**src/rtl/fft_input_loader.sv**
```systemverilog
// Purpose: packs a real sample stream into one FFT frame across RAM_A's four banks, then starts the core.
// Latency: one cycle from an accepted sample to its bank write on oDATA/oADDR_WR_x/oWE_x.
// Backpressure: oREADY is high only while loading; it stays low from the last sample until the core reports done.
module fft_input_loader #(
    parameter int ADDR_W = 9,
    parameter int DATA_W = 16
) (
    input  logic              iCLK,
    input  logic              iRESET,
    input  logic              iVALID,
    input  logic [DATA_W-1:0] iDATA,
    output logic              oREADY,
    output logic [DATA_W-1:0] oDATA,
    output logic [ADDR_W-1:0] oADDR_WR_0,
    output logic [ADDR_W-1:0] oADDR_WR_1,
    output logic [ADDR_W-1:0] oADDR_WR_2,
    output logic [ADDR_W-1:0] oADDR_WR_3,
    output logic              oWE_0,
    output logic              oWE_1,
    output logic              oWE_2,
    output logic              oWE_3,
    output logic              oSTART,
    input  logic              iFFT_RDY,
    output logic              oBUSY,
    output logic [7:0]        oFRAME_CNT
);

    typedef enum logic [1:0] {
        S_LOAD  = 2'd0,
        S_FLUSH = 2'd1,
        S_START = 2'd2,
        S_WAIT  = 2'd3
    } state_t;

    state_t              state_q;
    logic [ADDR_W+1:0]   cnt_q;
    logic [DATA_W-1:0]   data_q;
    logic [ADDR_W-1:0]   addr_q;
    logic [3:0]          we_q;
    logic                start_q;
    logic                busy_q;
    logic [7:0]          frame_cnt_q;

    logic                accept_d;
    logic                last_d;
    logic [3:0]          we_sel_d;

    // Handshake and per-sample decode: bank comes from the low two index bits.
    always_comb begin
        oREADY   = (state_q == S_LOAD);
        accept_d = iVALID && (state_q == S_LOAD);
        last_d   = (cnt_q == '1);
        we_sel_d = 4'b0001 << cnt_q[1:0];
    end

    // Frame sequencer with registered bank-write, start and status outputs.
    always_ff @(posedge iCLK) begin
        if (iRESET) begin
            state_q     <= S_LOAD;
            cnt_q       <= '0;
            data_q      <= '0;
            addr_q      <= '0;
            we_q        <= '0;
            start_q     <= 1'b0;
            busy_q      <= 1'b0;
            frame_cnt_q <= '0;
        end else begin
            // Write enables and the start strobe are single-cycle unless re-armed below.
            we_q    <= '0;
            start_q <= 1'b0;
            case (state_q)
                S_LOAD: begin
                    if (accept_d) begin
                        data_q <= iDATA;
                        addr_q <= cnt_q[ADDR_W+1:2];
                        we_q   <= we_sel_d;
                        cnt_q  <= cnt_q + 1'b1;
                        busy_q <= 1'b1;
                        if (last_d) begin
                            state_q <= S_FLUSH;
                        end
                    end
                end
                S_FLUSH: begin
                    // Last bank write is on the bus now; the start pulse follows it.
                    start_q <= 1'b1;
                    state_q <= S_START;
                end
                S_START: begin
                    // Core done is not honoured here; WAIT must see it on a later edge.
                    state_q <= S_WAIT;
                end
                S_WAIT: begin
                    if (iFFT_RDY) begin
                        frame_cnt_q <= frame_cnt_q + 8'd1;
                        busy_q      <= 1'b0;
                        state_q     <= S_LOAD;
                    end
                end
                default: begin
                    state_q <= S_LOAD;
                end
            endcase
        end
    end

    // All banks share one address; only the enabled bank actually writes.
    assign oDATA      = data_q;
    assign oADDR_WR_0 = addr_q;
    assign oADDR_WR_1 = addr_q;
    assign oADDR_WR_2 = addr_q;
    assign oADDR_WR_3 = addr_q;
    assign oWE_0      = we_q[0];
    assign oWE_1      = we_q[1];
    assign oWE_2      = we_q[2];
    assign oWE_3      = we_q[3];
    assign oSTART     = start_q;
    assign oBUSY      = busy_q;
    assign oFRAME_CNT = frame_cnt_q;

endmodule

```
**config.mk**
```make
export PLATFORM = sky130hd
export DESIGN_NAME = fft_input_loader
export DESIGN_NICKNAME = d
export VERILOG_FILES = /design/src/rtl/fft_input_loader.sv
export SDC_FILE = /design/constraint.sdc
export NUM_CORES = 1
export LEC_CHECK = 0
export ABC_CLOCK_PERIOD_IN_PS = 3400
export CORE_MARGIN = 8
export CORE_UTILIZATION = 38
export DETAILED_ROUTE_END_ITERATION = 8
export PLACE_DENSITY = 0.69
export SETUP_SLACK_MARGIN = 0.15
export SLEW_MARGIN = 0
export SYNTH_ARGS = -nofsm -noshare
export SYNTH_HDL_FRONTEND = slang
export SYNTH_SLANG_ARGS = --single-unit
export TNS_END_PERCENT = 30
```
**constraint.sdc**
```tcl
create_clock -name iCLK -period 3.4 [get_ports iCLK]
set_clock_uncertainty 0.05 [all_clocks]
set_input_delay 0.68 -clock iCLK [delete_from_list [all_inputs] [get_ports iCLK]]
set_output_delay 0.68 -clock iCLK [all_outputs]
set_load 0.1 [all_outputs]
```
==> impl_metrics.tcl <==
set metrics [dict create \
    placedCellCount 382 \
    critPathArrivalTime_ns 1.50 \
    start_kind "register" \
    synth_area_mm2 0.00224 \
    register_area_mm2 0.00104 \
    reg2reg_depth 6 \
    worst_r2r_startpoint "state_q[0]" \
    postCtsSetupBuffers 0 \
    yosysMostFrequentCell "nand2_1" \
    hold_end "oDATA[10]" \
    slew_viol_final 0 \
    grt_max_degree 54 \
    maxCapViolCount 0 \
    fin_hold_ws_ns 0.412 \
    place_ws_ns 0.876 \
    dieHeight_um 92.7 \
    reg2reg_slack_ns 1.25 \
    finalNonFillerCells 390 \
    initial_utilization_pct 38.4 \
    synth_cell_types 29 \
    yosys.area.top_type "dfxtp_1" \
    yosysSeqAreaShare_pct 46.6 \
    synth-warning-count 0 \
    cts_sinks 52 \
    hold_depth 2 \
    ir_drop_uv 230 \
    power_mw 1.17 \
    critPathKind "register to output pin" \
    dr.first_iter.drc_count 70 \
    synth_top_cell_area_share_pct 46.6 \
    crit_path_end_kind "output pin" \
    cts_buffers 5 \
    ios 87 \
    fillCellCount 587 \
    drive_above_1_share_pct 26.0 \
    gp_congestion 0.766 \
    rows 28 \
    worst_slack_ns 1.17 \
    ys_ff_latch 52 \
    hold_class "register to register" \
    cts_resized 0 \
    finalSetupTns_ns 0 \
    core_mm2 0.00582 \
    fin_crit_ns 2.23 \
    fin_nets 340 \
    synth_common_cells "nand2_1 (59), dfxtp_1 (52), buf_4 (29)" \
    worstHoldStart "oDATA[10]" \
    dr_total_vias 1780 \
    cts_hold_repair.buffers 0 \
    post-route-cell-area_mm2 0.00285 \
    clock_latency_ns 0.30 \
    tritoncts "built" \
    synth_edf_count 0 \
    relSlewSlack_pct 34.5 \
    synthArstFlopShare_pct 0 \
    cts_buffer_depth 2 \
    tightest_slew_ns 0.980 \
    syn_nets 287 \
    hold_viol 0 \
    synthFlopType "dfxtp_1" \
    post-route-drc-count 0 \
    crit_required_ns 2.67 \
    status "complete, no violations" \
    track_usage_pct 11.2 \
    cellLeakagePower_nw 1.25 \
    reg2reg_to "oDATA[7]" \
    finalSetupViolCount 0 \
    numPortBuffers 86 \
    overflow 0 \
    max_freq_mhz 448 \
    cts_max_level 2 \
    antenna_found_initial 0 \
    grt_pass1_wl_mm 7.97 \
    syn_area_per_cell_um2 8.57 \
    ant_nets 0 \
    power_density_mw_per_mm2 410 \
    hpwl_mm 3.65 \
    grt_setup_unrepaired "false" \
    wirelength_mm 4.95 \
    post_drt_wl_per_cell_um 12.7 \
    die_area_mm2 0.00859 \
    grt_pass1_vias 1740 \
    die_x_um 92.7 \
    path_clk_slew_ns 0.09 \
    multi_input_area_um2 917 \
    drt-pass1-iter-count 4 \
    viasPerCell 4.56 \
    cts_root_buf "clkbuf_8" \
    syn_inst 261 \
    utilization_pct 49.1 \
    period_share_pct 65.6 \
    areaGrowthSynthToFinish_pct 27.6 \
    worstPathMaxFanout 11 \
    synth_area_leaders "dfxtp_1 (47%), nand2_1 (9.9%), buf_4 (9.7%), xor2_1 (5.9%), a21oi_1 (5.8%)" \
    diodes 0 \
    dpl_cell_area_mm2 0.00276 \
]
==> cells by family (layout without fill, tap and decap cells) <==
logic type	count (synthesis)	after routing	synth area share (%)
buf+inv	44	98	12.4
fa+ha+maj	6	6	3.36
xor+xnor	17	17	6.66
compound gates	30	30	7.55
simple gates	110	110	22.6
flops	52	52	46.6
mux	2	2	0.895
==> worst max-delay path by stage <==
stage                           from            end
after floorplan           state_q[0]       cnt_q[9]
after global placement        iVALID  oADDR_WR_0[6]
after detailed placement      iVALID       oDATA[7]
after CTS                 state_q[0]         oREADY
after global routing      state_q[0]        we_q[2]
final                     state_q[0]         oREADY
==> cell usage in the layout (no fill, tap or decap), drive strengths merged, types with 2 or more instances in the layout <==
master	count
a21oi	26
xnor2	2
and4	3
ha	6
mux2i	2
clkdlybuf4s50	18
dfxtp	52
nand2	59
nand2b	2
xor2	15
and2	4
clkbuf	7
nand4	7
buf	69
nand3	3
nor3	2
and3	3
nor2	21
nor2b	2
inv	3
nor4b	2
==> final cells by class <==
class                           count  area share (%)
Timing Repair Buffer               87            24.4
Multi-Input combinational cell    165            32.1
Clock inverter                      1           0.263
Clock buffer                        7            3.03
Sequential cell                    52            36.5
Tap cell                           75            3.29
Inverter                            3           0.395
==> power by group <==
group	internal, mW	switching (mW)
combinational	0.0474	0.135
sequential	0.624	0.0110
clock	0.166	0.188
total	0.837	0.334
==> sequential cells by signal, summed over array words and instances (netlist names) <==
signal / count
oDATA: 16
cnt_q: 11
oADDR_WR_0: 9
oFRAME_CNT: 8
we_q: 4
state_q: 2
oBUSY: 1
oSTART: 1
==> critical path: stages (launching register included) <==
cell	delay, ns
dfxtp_1	0.34
inv_1	0.11
ha_1	0.39
buf_4	0.37
==> metal layers <==
metal | up-vias | track usage [%] | wire, µm
met5 | - | 0 | 0
met4 | 0 | 4.43 | 70
met3 | 5 | 4.29 | 442
met2 | 52 | 19.4 | 2400
met1 | 799 | 12.1 | 2030
li1 | 924 | - | -
(Power assumes the default switching activity.)
